**src/rtl/and2_seq_ctrl_if.sv**
```systemverilog
// Control/gate bundle between a BIST controller and and2_seq_ctrl.
// The first-error log fields exist only when AND2_SEQ_ERRLOG_EN is defined.
interface and2_seq_ctrl_if #(
    parameter int CNT_W = 8
);
    logic             start;
    logic             gate_out;
    logic             drv_a;
    logic             drv_b;
    logic [1:0]       vec_idx;
    logic             busy;
    logic             done;
    logic [CNT_W-1:0] err_cnt;
    logic             pass;
`ifdef AND2_SEQ_ERRLOG_EN
    logic             first_err_vld;
    logic [1:0]       first_err_idx;

    modport master (
        output start, gate_out,
        input  drv_a, drv_b, vec_idx, busy, done, err_cnt, pass,
        input  first_err_vld, first_err_idx
    );
    modport slave (
        input  start, gate_out,
        output drv_a, drv_b, vec_idx, busy, done, err_cnt, pass,
        output first_err_vld, first_err_idx
    );
`else
    modport master (
        output start, gate_out,
        input  drv_a, drv_b, vec_idx, busy, done, err_cnt, pass
    );
    modport slave (
        input  start, gate_out,
        output drv_a, drv_b, vec_idx, busy, done, err_cnt, pass
    );
`endif
endinterface

```
**src/rtl/and2_seq_ctrl.sv**
```systemverilog
// Clocked Gray-order exerciser for an and2 cell: drives 00,10,11,01, samples, counts mismatches.
// Optional first-error log enabled by defining AND2_SEQ_ERRLOG_EN.
module and2_seq_ctrl #(
    parameter int SETTLE_CYCLES = 3,
    parameter int CNT_W         = 8
) (
    input  logic          clk,
    input  logic          rst_n,
    and2_seq_ctrl_if.slave sif
);
    localparam int TMR_W = (SETTLE_CYCLES > 1) ? $clog2(SETTLE_CYCLES) : 1;
    localparam logic [TMR_W-1:0] TMR_LAST = TMR_W'(SETTLE_CYCLES - 1);
    localparam logic [CNT_W-1:0] CNT_MAX  = '1;

    typedef enum logic [1:0] {IDLE, SETTLE, SAMPLE, DONE} state_t;

    state_t           state_q, state_d;
    logic [TMR_W-1:0] tmr_q, tmr_d;
    logic [1:0]       vec_q, vec_d;
    logic             drv_a_q, drv_a_d;
    logic             drv_b_q, drv_b_d;
    logic             busy_q, busy_d;
    logic             done_q, done_d;
    logic [CNT_W-1:0] err_q, err_d;
    logic             pass_q, pass_d;
    logic             mismatch;
`ifdef AND2_SEQ_ERRLOG_EN
    logic             fev_q, fev_d;
    logic [1:0]       fei_q, fei_d;
`endif

    // {a,b} for each vector index; one input toggles per step.
    function automatic logic [1:0] gray_ab(input logic [1:0] idx);
        case (idx)
            2'd0:    return 2'b00;
            2'd1:    return 2'b10;
            2'd2:    return 2'b11;
            default: return 2'b01;
        endcase
    endfunction

    // Case-inequality so an undriven or X gate output is flagged, not masked.
    assign mismatch = (sif.gate_out !== (drv_a_q & drv_b_q));

    always_comb begin
        state_d = state_q;
        tmr_d   = tmr_q;
        vec_d   = vec_q;
        drv_a_d = drv_a_q;
        drv_b_d = drv_b_q;
        busy_d  = busy_q;
        done_d  = 1'b0;
        err_d   = err_q;
        pass_d  = pass_q;
`ifdef AND2_SEQ_ERRLOG_EN
        fev_d   = fev_q;
        fei_d   = fei_q;
`endif
        case (state_q)
            IDLE: begin
                if (sif.start) begin
                    state_d            = SETTLE;
                    tmr_d              = '0;
                    vec_d              = 2'd0;
                    {drv_a_d, drv_b_d} = 2'b00;
                    busy_d             = 1'b1;
                    err_d              = '0;
                    pass_d             = 1'b0;
`ifdef AND2_SEQ_ERRLOG_EN
                    fev_d              = 1'b0;
                    fei_d              = 2'd0;
`endif
                end
            end
            SETTLE: begin
                tmr_d = tmr_q + 1'b1;
                if (tmr_q == TMR_LAST) state_d = SAMPLE;
            end
            SAMPLE: begin
                if (mismatch) begin
                    if (err_q != CNT_MAX) err_d = err_q + 1'b1;
`ifdef AND2_SEQ_ERRLOG_EN
                    if (!fev_q) begin
                        fev_d = 1'b1;
                        fei_d = vec_q;
                    end
`endif
                end
                if (vec_q != 2'd3) begin
                    vec_d              = vec_q + 2'd1;
                    {drv_a_d, drv_b_d} = gray_ab(vec_d);
                    tmr_d              = '0;
                    state_d            = SETTLE;
                end else begin
                    // Verdict uses the count including this final sample.
                    state_d            = DONE;
                    vec_d              = 2'd0;
                    {drv_a_d, drv_b_d} = 2'b00;
                    busy_d             = 1'b0;
                    done_d             = 1'b1;
                    pass_d             = (err_d == '0);
                end
            end
            DONE:    state_d = IDLE;
            default: state_d = IDLE;
        endcase
    end

    always_ff @(posedge clk or negedge rst_n) begin
        if (!rst_n) begin
            state_q <= IDLE;
            tmr_q   <= '0;
            vec_q   <= 2'd0;
            drv_a_q <= 1'b0;
            drv_b_q <= 1'b0;
            busy_q  <= 1'b0;
            done_q  <= 1'b0;
            err_q   <= '0;
            pass_q  <= 1'b0;
`ifdef AND2_SEQ_ERRLOG_EN
            fev_q   <= 1'b0;
            fei_q   <= 2'd0;
`endif
        end else begin
            state_q <= state_d;
            tmr_q   <= tmr_d;
            vec_q   <= vec_d;
            drv_a_q <= drv_a_d;
            drv_b_q <= drv_b_d;
            busy_q  <= busy_d;
            done_q  <= done_d;
            err_q   <= err_d;
            pass_q  <= pass_d;
`ifdef AND2_SEQ_ERRLOG_EN
            fev_q   <= fev_d;
            fei_q   <= fei_d;
`endif
        end
    end

    assign sif.drv_a   = drv_a_q;
    assign sif.drv_b   = drv_b_q;
    assign sif.vec_idx = vec_q;
    assign sif.busy    = busy_q;
    assign sif.done    = done_q;
    assign sif.err_cnt = err_q;
    assign sif.pass    = pass_q;
`ifdef AND2_SEQ_ERRLOG_EN
    assign sif.first_err_vld = fev_q;
    assign sif.first_err_idx = fei_q;
`endif
endmodule

```
**src/flat_wrapper.sv**
```systemverilog
// flat-port wrapper written by rule: the top's interface ports become plain ports
module and2_seq_ctrl_flat 
#(
    parameter int SETTLE_CYCLES = 3,
    parameter int CNT_W         = 8
)
  (clk, rst_n, sif_start, sif_gate_out, sif_drv_a, sif_drv_b, sif_vec_idx, sif_busy, sif_done, sif_err_cnt, sif_pass);
  and2_seq_ctrl_if #(.CNT_W(CNT_W)) sif_i ();
  input  logic clk;
  input  logic rst_n;
  input wire logic [$bits(sif_i.start)-1:0] sif_start;
  input wire logic [$bits(sif_i.gate_out)-1:0] sif_gate_out;
  output wire logic [$bits(sif_i.drv_a)-1:0] sif_drv_a;
  output wire logic [$bits(sif_i.drv_b)-1:0] sif_drv_b;
  output wire logic [$bits(sif_i.vec_idx)-1:0] sif_vec_idx;
  output wire logic [$bits(sif_i.busy)-1:0] sif_busy;
  output wire logic [$bits(sif_i.done)-1:0] sif_done;
  output wire logic [$bits(sif_i.err_cnt)-1:0] sif_err_cnt;
  output wire logic [$bits(sif_i.pass)-1:0] sif_pass;
  assign sif_i.start = sif_start;
  assign sif_i.gate_out = sif_gate_out;
  assign sif_drv_a = sif_i.drv_a;
  assign sif_drv_b = sif_i.drv_b;
  assign sif_vec_idx = sif_i.vec_idx;
  assign sif_busy = sif_i.busy;
  assign sif_done = sif_i.done;
  assign sif_err_cnt = sif_i.err_cnt;
  assign sif_pass = sif_i.pass;
  and2_seq_ctrl #(.SETTLE_CYCLES(SETTLE_CYCLES), .CNT_W(CNT_W)) u_core (.clk(clk), .rst_n(rst_n), .sif(sif_i));
endmodule
```
**config.mk**
```make
export PLATFORM = sky130hd
export DESIGN_NAME = and2_seq_ctrl_flat
export DESIGN_NICKNAME = d
export VERILOG_FILES = /design/src/rtl/and2_seq_ctrl_if.sv /design/src/rtl/and2_seq_ctrl.sv /design/src/flat_wrapper.sv
export SDC_FILE = /design/constraint.sdc
export NUM_CORES = 1
export LEC_CHECK = 0
export CAP_MARGIN = 20
export CORE_MARGIN = 10
export CORE_UTILIZATION = 55
export CTS_CLUSTER_DIAMETER = 120
export CTS_CLUSTER_SIZE = 20
export DETAILED_ROUTE_END_ITERATION = 7
export DONT_BUFFER_PORTS = 1
export HOLD_SLACK_MARGIN = 0.06
export PLACE_DENSITY = 0.7
export SLEW_MARGIN = 10
export SYNTH_ARGS = -nofsm -noshare
export SYNTH_HDL_FRONTEND = slang
export SYNTH_SLANG_ARGS = --single-unit
```
**constraint.sdc**
```tcl
create_clock -name clk -period 2.2 [get_ports clk]
set_input_delay 0.66 -clock clk [delete_from_list [all_inputs] [get_ports clk]]
set_output_delay 0.66 -clock clk [all_outputs]
set_load 0.03 [all_outputs]
```
After elaboration in Yosys (flattened, before gate mapping) --
Cells that the tools add are included.
Operators by class: bitwise logic cells 1, $lt $le $gt $ge 0, reduce and logical (&&, ||, !) cells 9, shift operators 0, add/sub/neg operators 3, mux-type cells 27, $mul 0, divide/modulo/power cells 0, equality and inequality tests 13
Operator list (count):
- two-way mux 8 bit | 4
- case mux 8 bit (2 select lines) | 1
- two-way mux 2 bit | 6
- case mux 2 bit (3 select lines) | 2
- adder 8 x 1 -> 8 bit (second input constant) | 1
- equality test 2 bit (second input constant) | 4
- zero test 8 bit | 1
- two-way mux 1 bit | 8
- inequality test 8 bit (second input constant) | 1
- case mux 1 bit (2 select lines) | 4
- case mux 2 bit (4 select lines) | 1
- inequality test 2 bit (second input constant) | 3
- AND reduction 3 bit | 2
- adder 2 x 1 -> 2 bit (second input constant) | 2
- equality test 2 x 1 -> 1 bit (second input constant) | 2
- zero test 2 bit | 2
- inequality test 2 x 1 -> 1 bit (second input constant) | 2
- case mux 2 bit (2 select lines) | 1
- AND reduction 2 bit | 2
- nonzero test 3 bit | 1
- nonzero test 2 bit | 1
- bitwise AND 1 bit | 1
- !== test 1 bit | 1
Word-level totals: bits in latches 0, logic and storage cells 62, memory bits (read-only) 0, bits in writable memories 0, register bits after elaboration 19, output and inout port bits 15, memories 0, bits of input ports 4

Depth between registers and ports, before layout --
Gate-level depths: netlist of run 1.
word-level depth 7, gate-level depth with buffers 6, gate-level depth less buffers 6

Worst setup path after synthesis of run 1 --
No wires, ideal clock.
path type reg-to-reg, start point register u_core.err_q[0] (netlist: u_core.sif.err_cnt[0]), end point register u_core.pass_q (netlist: u_core.sif.pass), slack 0.171 ns, buffers on the path 0, stages on the path, launching flop included 7, arrival 1.937 ns, cells stage by stage dfrtp_1 > ha_1 > nand3_2 > o22a_4 > or3_1 > a22o_1 > o31ai_2
On the way: longest elaborated chain between the ends 7, elaborated cells on any way between the ends 8
RTL lines:
- start: declaration | RTL line and2_seq_ctrl.sv:24 | logic [CNT_W-1:0] err_q, err_d;
- start signal: assignment | RTL line and2_seq_ctrl.sv:132 | err_q <= err_d;
- adder 8 x 1 -> 8 bit or inequality test 8 bit (tied branches) | RTL line and2_seq_ctrl.sv:81 | if (err_q != CNT_MAX) err_d = err_q + 1'b1;
- two-way mux 8 bit | RTL line and2_seq_ctrl.sv:81
- two-way mux 8 bit (*) | RTL line and2_seq_ctrl.sv:80 | if (mismatch) begin
- two-way mux 8 bit (*) | RTL line and2_seq_ctrl.sv:59 | case (state_q)
- zero test 8 bit (*) | RTL line and2_seq_ctrl.sv:101 | pass_d = (err_d == '0);
- two-way mux 1 bit (*) | RTL line and2_seq_ctrl.sv:89 | if (vec_q != 2'd3) begin
- case mux 1 bit (2 select lines) (*) | RTL line and2_seq_ctrl.sv:59
- end signal: assignment | RTL line and2_seq_ctrl.sv:133 | pass_q <= pass_d;
- end: declaration | RTL line and2_seq_ctrl.sv:25 | logic pass_q, pass_d;
Every way passes the cells marked *; elsewhere a longest branch is shown, timed or not. The select of a mux whose other input is x is not followed. A chain may end at the register's enable or synchronous reset.

Worst setup path after layout of run 1 --
start point register u_core.drv_a_q (netlist: u_core.sif.drv_a), end point register u_core.err_q[5] (netlist: u_core.sif.err_cnt[5])
On the way: longest elaborated chain between the ends 5
RTL lines:
- start: declaration | RTL line and2_seq_ctrl.sv:20 | logic drv_a_q, drv_a_d;
- start signal: assignment | RTL line and2_seq_ctrl.sv:128 | drv_a_q <= drv_a_d;
- bitwise AND 1 bit | RTL line and2_seq_ctrl.sv:43 | assign mismatch = (sif.gate_out !== (drv_a_q & drv_b_q));
- !== test 1 bit | RTL line and2_seq_ctrl.sv:43
- two-way mux 8 bit | RTL line and2_seq_ctrl.sv:80
- two-way mux 8 bit | RTL line and2_seq_ctrl.sv:59
- case mux 8 bit (2 select lines) | RTL line and2_seq_ctrl.sv:59
Every way passes these cells. The select of a mux whose other input is x is not followed.

==> flow_metrics.py, run 1 <==
metrics = {
    "yosys": {
        "ys_warn_count": 0,
        "netlist.area_leader.share": 0.417,
        "synth_edf_count": 0,
        "synth_area_leader_cell": "dfrtp_1",
        "yosys-top-cells-count": "dfrtp_1, o21ai_0, a21oi_1, nor2_1, nand2_1",
        "synth-simple-area-share": 0.182,
        "muxShareOfSynthArea": 0.0209,
        "synth.distinct_cells": 42,
        "yosys_most_used_dff": "dfrtp_1",
        "ys_seq_area_frac": 0.417,
        "syn-cell-area_um2": 1080,
        "synthTopCellsByArea": "dfrtp_1, o21ai_0, a21oi_1, ha_1, a22o_1",
        "syn_inst": 115,
        "synthXorXnorAreaFrac": 0.0243,
        "synth_top_family_by_area": "compound AO/OA/AOI/OAI gates",
        "synth.most_common_cell": "dfrtp_1",
        "syn_area_per_cell_um2": 9.39,
        "synth.ff_latch_count": 18,
        "async_flop_share": 1.00,
        "synthAdderAreaFrac": 0.0348,
        "synth-compound-area-share": 0.276,
        "syn-num-nets": 122,
    },
    "floorplan": {
        "die_h_um": 64.3,
        "num_rows": 15,
        "die_w_um": 64.3,
        "core_area_um2": 1800,
        "die_area_um2": 4140,
        "start_util": 0.599,
        "io_pins": 19,
    },
    "drt": {
        "drtPass1Iterations": 4,
        "antenna_left": 0,
        "route.met2.wl_mm": 1.05,
        "avgViaCountPerCell": 6.09,
        "vias": 901,
        "drt_iter0_drc": 11,
        "wirelength_mm": 2.39,
        "topRoutingLayerUsed": "met4",
        "wl_met3_um": 193,
        "drc_errors": 0,
        "wirelength_met1_mm": 1.08,
        "routedWlPerCell_um": 16.1,
    },
    "sta": {
        "fin_setup_tns_ns": 0,
        "min_period_over_period": 0.887,
        "max_slew_margin": 0.466,
        "finalCriticalPeriod_ns": 1.95,
        "fmax_mhz": 512,
        "hold_viol": 0,
        "worst_slew_pin_slew_ns": 0.798,
        "setup_viol": 0,
        "skew_ns": 0.00788,
        "slew_viol_final": 0,
        "rsz0062_at_grt": "false",
    },
    "clock_tree": {
        "clkLatencyLatePin_ns": 0.30,
        "clockBufferDepth": 2,
        "cts_htree_levels": 1,
        "root_buffer": "clkbuf_4",
        "cts_tree": "done",
        "cts_sinks": 18,
        "cts.repair.resized": 0,
        "path_clk_slew_ns": 0.11,
        "cts_buffers": 3,
    },
    "critical_path": {
        "crit_buf_inv": 0,
        "crit_required_ns": 2.41,
        "critPathLaunchType": "register",
        "cp_slowest_cell": "dfrtp_1",
        "critical_path_peak_fanout": 4,
        "crit_path_cell_trace": "a21boi_1 > o211ai_1 > nor2_1 > mux2_1 > a22o_1",
        "r2r_end": "u_core.sif.err_cnt[5]",
        "end_kind": "register",
        "reg2reg_depth": 5,
        "worst_path_largest_cell_delay_ns": 0.53,
        "critPathArrivalTime_ns": 2.16,
        "critPathKind": "register to register",
        "r2r_start": "u_core.sif.drv_a",
        "crit_family": "compound AO/OA/AOI/OAI gates",
        "cp-startpoint": "u_core.sif.drv_a",
        "cp.depth": 5,
        "reg2reg_slack_ns": 0.25,
        "crit_end": "u_core.sif.err_cnt[5]",
    },
    "placed_design": {
        "port_buffers": 0,
        "gp_congestion": 0.862,
        "place_area_um2": 1160,
        "dp_hpwl_mm": 1.82,
        "dp_cells": 143,
    },
    "pwr": {
        "total_power_mw": 1.12,
        "p_leak_nw": 0.551,
        "ir_drop_mv": 0.695,
        "power.density_nw_per_um2": 930,
    },
    "worst_hold_path": {
        "hold_class": "input pin to register",
    },
    "finish": {
        "layout-drive-gt1-share": 0.203,
        "syn2layout_area_growth_pct": 11.4,
        "diodes": 0,
        "final_cells": 148,
        "nets": 131,
        "fin_area_um2": 1200,
    },
    "global_route": {
        "grt_pass1_vias": 872,
        "groute.usage.overall": 0.122,
        "grt-ovfl-total": 0,
        "antenna_found_initial": 0,
        "grt_first_pass_wirelength_mm": 4.11,
        "grt_start_max_net_pins": 19,
    },
    "flow_run": {
        "maxCapViolations": 0,
    },
    "outcome": {
        "outcome": "finished clean",
    },
}
cell usage in the layout, fill, tap and decap left out, drive strengths merged, types with 4 or more instances in the layout:
master / count
clkbuf: 4
nor2: 8
dfrtp: 18
buf: 11
a22o: 4
o21ai: 12
nand2: 7
a31oi: 4
a21oi: 8
per-layer routing:
metal	up-vias	track usage
met5	-	0
met4	0	0.0722
met3	6	0.0488
met2	24	0.181
met1	428	0.145
li1	443	-
kinds of logic (layout without fill, tap and decap cells):
| family | after synthesis | in the layout |
|---|---|---|
| mux | 2 | 2 |
| simple gates | 35 | 35 |
| buf+inv | 11 | 19 |
| fa+ha+maj | 3 | 3 |
| compound gates | 43 | 43 |
| xor+xnor | 3 | 3 |
| flops | 18 | 18 |
registers in the layout, indices dropped and copies added, names as in the netlist:
register	count
u_core.sif.err_cnt	8
u_core.sif.vec_idx	2
u_core.state_q	2
u_core.tmr_q	2
u_core.sif.busy	1
u_core.sif.done	1
u_core.sif.drv_a	1
u_core.sif.pass	1
cell type report:
type | count | area, um2
Multi-Input combinational cell | 86 | 581
Clock buffer | 4 | 36.3
Inverter | 3 | 11.3
Sequential cell | 18 | 450
Timing Repair Buffer | 12 | 92.6
Fill cell | 162 | 599
Tap cell | 25 | 31.3
power breakdown:
group	internal (mW)	leakage [nW]	switching [mW]	total, mW
registers	0.394	0.237	0.119	0.513
clock network	0.101	0.0210	0.110	0.211
logic	0.176	0.293	0.219	0.394
how the worst min path moves through the flow:
stage          startpoint                end  cells after the start
2_1_floorplan       rst_n    u_core.sif.busy                      0
3_3_place_gp        rst_n    u_core.tmr_q[0]                      0
3_5_place_dp        rst_n    u_core.tmr_q[0]                      0
4_1_cts         sif_start  u_core.state_q[0]                      1
5_1_grt         sif_start  u_core.state_q[0]                      1
6_report        sif_start  u_core.state_q[0]                      1
per-stage QoR:
step / util / setup slack [ns] / hold WS (ns)
floorplan: - / 0.171 / 0.364
global placement: 0.642 / 0.231 / 0.365
detailed placement: 0.642 / 0.161 / 0.365
CTS: 0.667 / 0.237 / 0.472
global route: 0.667 / 0.0884 / 0.469
finish: 0.667 / 0.248 / 0.477
what timing repair did:
item                                    in CTS  in global routing
setup buffers                                0                  0
endpoints found under the setup margin       0                  0
hold buffers                                 1                  0
endpoints found under the hold margin       18                  0
No activity file was read; power rests on OpenSTA's default activity.
==> run 2: changes to the inputs <==
Clock period 2.2 ns to 2.3 ns, I/O delays scaled along.
==> run 2 against run 1 <==
  * Maximum frequency is 0.45% higher
  * Sequential power is 6.0% lower
  * Clock-buffer cell count is 1 lower
  * Cell count is 0.68% lower
  * Final area is 1.1% lower
  * Register-to-register slack better by 0.11 ns
  * Sequential share of layout area is 0.43 points higher
  * Global-route usage is 0.080 points higher
  * Non-clock buffer count stayed put
  * Die area stayed put
  * Combinational power is 4% lower
  * Setup slack better by 0.11 ns
==> flow_metrics.py, run 2 (synthesized netlist as in run 1, its figures left out) <==
metrics = {
    "outcome": {
        "outcome": "finished clean",
    },
    "clock_tree": {
        "cts_tree": "done",
        "path_clk_slew_ns": 0.09,
        "root_buffer": "clkbuf_4",
        "clkLatencyLatePin_ns": 0.28,
        "cts_setup_buffers": 0,
        "cts_sinks": 18,
        "cts_htree_levels": 1,
        "clockBufferDepth": 2,
        "cts_buffers": 3,
    },
    "floorplan": {
        "die_w_um": 64.3,
        "core_area_um2": 1800,
        "io_pins": 19,
        "die_h_um": 64.3,
        "start_util": 0.599,
        "num_rows": 15,
        "die_area_um2": 4140,
    },
    "worst_hold_path": {
        "hold_class": "input pin to register",
        "holdPathEnd": "u_core.state_q[0]",
        "min-delay-start": "sif_start",
        "holdPathStages": 1,
    },
    "critical_path": {
        "critical_path_peak_fanout": 4,
        "critPathArrivalTime_ns": 2.12,
        "critPathKind": "register to register",
        "critPathLaunchType": "register",
        "r2r_start": "u_core.sif.drv_a",
        "crit_required_ns": 2.48,
        "reg2reg_slack_ns": 0.36,
        "reg2reg_depth": 5,
        "r2r_end": "u_core.sif.err_cnt[5]",
        "end_kind": "register",
    },
    "pwr": {
        "power.density_nw_per_um2": 851,
        "ir_drop_mv": 0.556,
        "p_leak_nw": 0.544,
    },
    "sta": {
        "rsz0062_at_grt": "false",
        "slew_viol_final": 0,
        "min_period_over_period": 0.845,
        "max_slew_margin": 0.436,
        "skew_ns": 0.00299,
        "hold_viol": 0,
        "worst_slew_pin_slew_ns": 0.843,
        "setup_viol": 0,
        "finalCriticalPeriod_ns": 1.94,
        "fmax_mhz": 515,
        "fin_setup_tns_ns": 0,
    },
    "drt": {
        "drtPass1Iterations": 4,
        "avgViaCountPerCell": 6.12,
        "wl_met3_um": 206,
        "wirelength_met1_mm": 1.07,
        "topRoutingLayerUsed": "met4",
        "vias": 899,
        "route.met2.wl_mm": 1.10,
        "antenna_left": 0,
        "drt_iter0_drc": 25,
        "routedWlPerCell_um": 16.4,
        "wirelength_mm": 2.41,
        "drc_errors": 0,
    },
    "finish": {
        "layout-drive-gt1-share": 0.197,
        "final_cell_mix": "dfrtp_1, o21ai_0, buf_4",
        "fill_cells": 168,
        "diodes": 0,
        "nets": 131,
        "syn2layout_area_growth_pct": 10.1,
        "largest_reg_flops": 8,
        "final_cells": 147,
        "final_common_cell": "dfrtp_1",
    },
    "global_route": {
        "grt-ovfl-total": 0,
        "groute.usage.overall": 0.123,
        "grt_start_max_net_pins": 19,
        "grt_pass1_vias": 816,
        "antenna_found_initial": 0,
        "grt_first_pass_wirelength_mm": 4.15,
    },
    "placed_design": {
        "dp_hpwl_mm": 1.84,
        "gp_congestion": 0.866,
        "dp_cells": 143,
        "port_buffers": 0,
    },
    "flow_run": {
        "maxCapViolations": 0,
    },
}
run 2: cell types whose count changed in the layout (fill, tap and decap cells not counted), sizes merged:
cell    previous run  this run
clkbuf             4         3
run 2: metrics by stage:
step	instance area, um2	worst slack (ns)	hold WS (ns)	power (mW)	util
floorplan	1080	0.271	0.394	0.776	-
global placement	1160	0.300	0.395	0.848	0.642
detailed placement	1160	0.239	0.395	0.861	0.642
CTS	1180	0.345	0.0714	1.02	0.654
global route	1190	0.214	0.521	1.11	0.660
finish	1190	0.357	0.525	1.01	0.660
run 2: layer usage:
layer,global-route usage,up-vias
li1,-,443
met5,0,-
met1,0.158,423
met4,0.0401,0
met2,0.180,29
met3,0.0523,4
run 2: worst max-delay path, cell delays in order, from the launching register on:
cell and delay [ns]:
dfrtp_1 0.53, a21boi_1 0.36, o211ai_1 0.21, nor2_1 0.22
mux2_1 0.34, a22o_1 0.18
run 2: what timing repair did:
| item | 4_1_cts | 5_1_grt |
|---|---|---|
| endpoints found under the hold margin | 0 | 18 |
| resized for setup | 0 | 0 |
| hold buffers | 0 | 1 |
run 2: power breakdown:
| part | total (mW) | switching [mW] | internal (mW) |
|---|---|---|---|
| Sequential | 0.482 | 0.105 | 0.377 |
| Combinational | 0.378 | 0.211 | 0.168 |
| Clock | 0.152 | 0.0911 | 0.0608 |
run 2: area by class of cell:
type / count / area, um2 / share of cell area
clock buffers: 3 / 22.5 / 0.0189
repair buffers: 12 / 92.6 / 0.0779
inverters: 3 / 11.3 / 0.00947
flip-flops and latches: 18 / 450 / 0.379
well taps: 25 / 31.3 / 0.0263
multi-input cells: 86 / 581 / 0.488
run 2: worst max path at each step:
stage	from	endpoint
global route	u_core.sif.drv_a	u_core.sif.err_cnt[5]
global placement	sif_gate_out	u_core.sif.err_cnt[5]
finish	u_core.sif.drv_a	u_core.sif.err_cnt[5]
floorplan	u_core.sif.err_cnt[0]	u_core.sif.pass
CTS	u_core.sif.drv_a	u_core.sif.err_cnt[5]
detailed placement	sif_gate_out	u_core.sif.err_cnt[5]
==> run 3: changes to the inputs <==
Settings changed: PLACE_DENSITY 0.7 to 0.73.
Clock period 2.3 ns to 1.7 ns, I/O delays scaled along.
==> run 3 against run 2 <==
  * The flow now finishes with violations (negative setup slack)
  * Critical path depth up 1
  * Sequential power rose by 27%
  * Global-route usage increased by 2.6 points
  * First-iteration DRC count grew 120%
  * Die area did not move
  * Non-clock buffer count up 16
  * Clock power up 59%
  * Clock skew is 0.011 ns higher
  * Via count is 18% higher
  * Critical path type unchanged
  * Largest cell class unchanged
==> flow_metrics.py, run 3 (synthesized netlist as in run 1, its figures left out) <==
metrics = {
    "outcome": {
        "outcome": "finished with violations",
        "violations": "negative setup slack",
    },
    "worst_hold_path": {
        "hold_class": "input pin to register",
    },
    "drt": {
        "wirelength_mm": 3.12,
        "avgViaCountPerCell": 6.46,
        "drtPass1Iterations": 4,
        "vias": 1060,
        "drc_errors": 0,
        "drt_iter0_drc": 55,
        "antenna_left": 0,
        "routedWlPerCell_um": 19.0,
    },
    "sta": {
        "finalCriticalPeriod_ns": 1.74,
        "min_period_over_period": 1.03,
        "worst_slew_pin_slew_ns": 0.832,
        "setup_viol": 2,
        "max_slew_margin": 0.444,
        "slew_viol_final": 0,
        "fmax_mhz": 574,
        "finalWorstSetupSlack_ns": -0.0429,
        "rsz0062_at_grt": "true",
        "skew_ns": 0.0144,
        "hold_viol": 0,
    },
    "critical_path": {
        "crit_required_ns": 1.93,
        "critPathArrivalTime_ns": 1.97,
        "critPathLaunchType": "register",
        "critPathKind": "register to register",
        "critical_path_peak_fanout": 4,
        "end_kind": "register",
    },
    "clock_tree": {
        "root_buffer": "clkbuf_4",
        "clkLatencyLatePin_ns": 0.31,
        "path_clk_slew_ns": 0.12,
        "cts_buffers": 3,
        "cts_htree_levels": 1,
        "cts_tree": "done",
        "clockBufferDepth": 2,
        "cts_sinks": 18,
    },
    "global_route": {
        "grt_start_max_net_pins": 19,
        "antenna_found_initial": 0,
        "grt-ovfl-total": 0,
        "grt_pass1_vias": 1055,
        "groute.usage.overall": 0.149,
        "grt_first_pass_wirelength_mm": 4.96,
    },
    "placed_design": {
        "port_buffers": 0,
        "dp_cells": 158,
        "gp_congestion": 0.839,
        "dp_hpwl_mm": 2.17,
        "place_area_um2": 1300,
    },
    "finish": {
        "final_common_cell": "buf_4",
        "fin_area_um2": 1370,
        "final_cell_mix": "buf_4, o21ai_0, dfrtp_1",
        "final_cells": 164,
        "nets": 147,
        "syn2layout_area_growth_pct": 26.8,
        "diodes": 0,
        "fill_cells": 140,
        "largest_reg_flops": 8,
        "layout-drive-gt1-share": 0.381,
    },
    "floorplan": {
        "die_w_um": 64.3,
        "die_area_um2": 4140,
        "core_area_um2": 1800,
        "die_h_um": 64.3,
        "start_util": 0.599,
        "io_pins": 19,
        "num_rows": 15,
    },
    "flow_run": {
        "maxCapViolations": 0,
    },
    "pwr": {
        "power.density_nw_per_um2": 1150,
        "p_leak_nw": 0.612,
        "ir_drop_mv": 0.967,
    },
}
## run 3: worst max-delay path, cell delays in order (launching register included)
cell	delay [ns]
dfrtp_2	0.45
a21boi_2	0.25
o211ai_1	0.19
buf_4	0.18
nor2_1	0.17
o221ai_2	0.15
o31ai_2	0.27
## run 3: report_power, final
part	internal [mW]	switching, mW
Clock	0.0916	0.150
Combinational	0.322	0.404
Sequential	0.516	0.0959
## run 3: area by class of cell
type | instances | area, um2 | area share
clock buffers | 4 | 26.3 | 0.0192
inverters | 3 | 11.3 | 0.00823
multi-input cells | 86 | 627 | 0.458
flip-flops and latches | 18 | 460 | 0.336
well taps | 25 | 31.3 | 0.0229
repair buffers | 28 | 213 | 0.155
## run 3: path summary, 6_finish.rpt
kind	slack, ns	start	cells past startpoint	endpoint
worst max-delay path	-0.04	u_core.sif.drv_a	6	u_core.sif.pass
worst min-delay path	0.33	sif_start	1	u_core.state_q[0]
worst max register to register	-0.04	u_core.sif.drv_a	6	u_core.sif.pass
worst min register to register	0.55	u_core.tmr_q[0]	2	u_core.tmr_q[0]
max in group asynchronous	0.39	rst_n	1	u_core.sif.err_cnt[7]
min in group asynchronous	0.73	rst_n	1	u_core.sif.err_cnt[3]
## run 3: what timing repair did
| action | 4_1_cts | 5_1_grt |
|---|---|---|
| buffers inserted | 1 | 0 |
| gates resized for setup | 2 | 3 |
| endpoints found under the hold margin | 18 | 0 |
| hold buffers | 1 | 0 |
| setup endpoints to repair | 1 | 2 |
## run 3: metrics by stage
step           setup TNS, ns  power (mW)  worst slack [ns]  utilization  hold slack (ns)
6_report             -0.0499        1.58           -0.0429        0.760            0.335
5_1_grt               -0.168        1.66            -0.127        0.760            0.342
4_1_cts             -0.00196        1.55          -0.00196        0.753            0.340
3_5_place_dp          -0.110        1.30           -0.0937        0.723            0.215
3_3_place_gp               0        1.26            0.0109        0.723            0.215
2_1_floorplan        -0.0413        1.07           -0.0316            -            0.214
## run 3: routing by layer
| metal | share of wire | GRT usage | wire length (um) | up-vias |
|---|---|---|---|---|
| met5 | 0 | 0 | 0 | - |
| met3 | 0.062 | 0.0401 | 192 | 16 |
| met1 | 0.40 | 0.163 | 1260 | 515 |
| li1 | - | - | - | 474 |
| met2 | 0.49 | 0.250 | 1520 | 55 |
| met4 | 0.045 | 0.0909 | 139 | 0 |
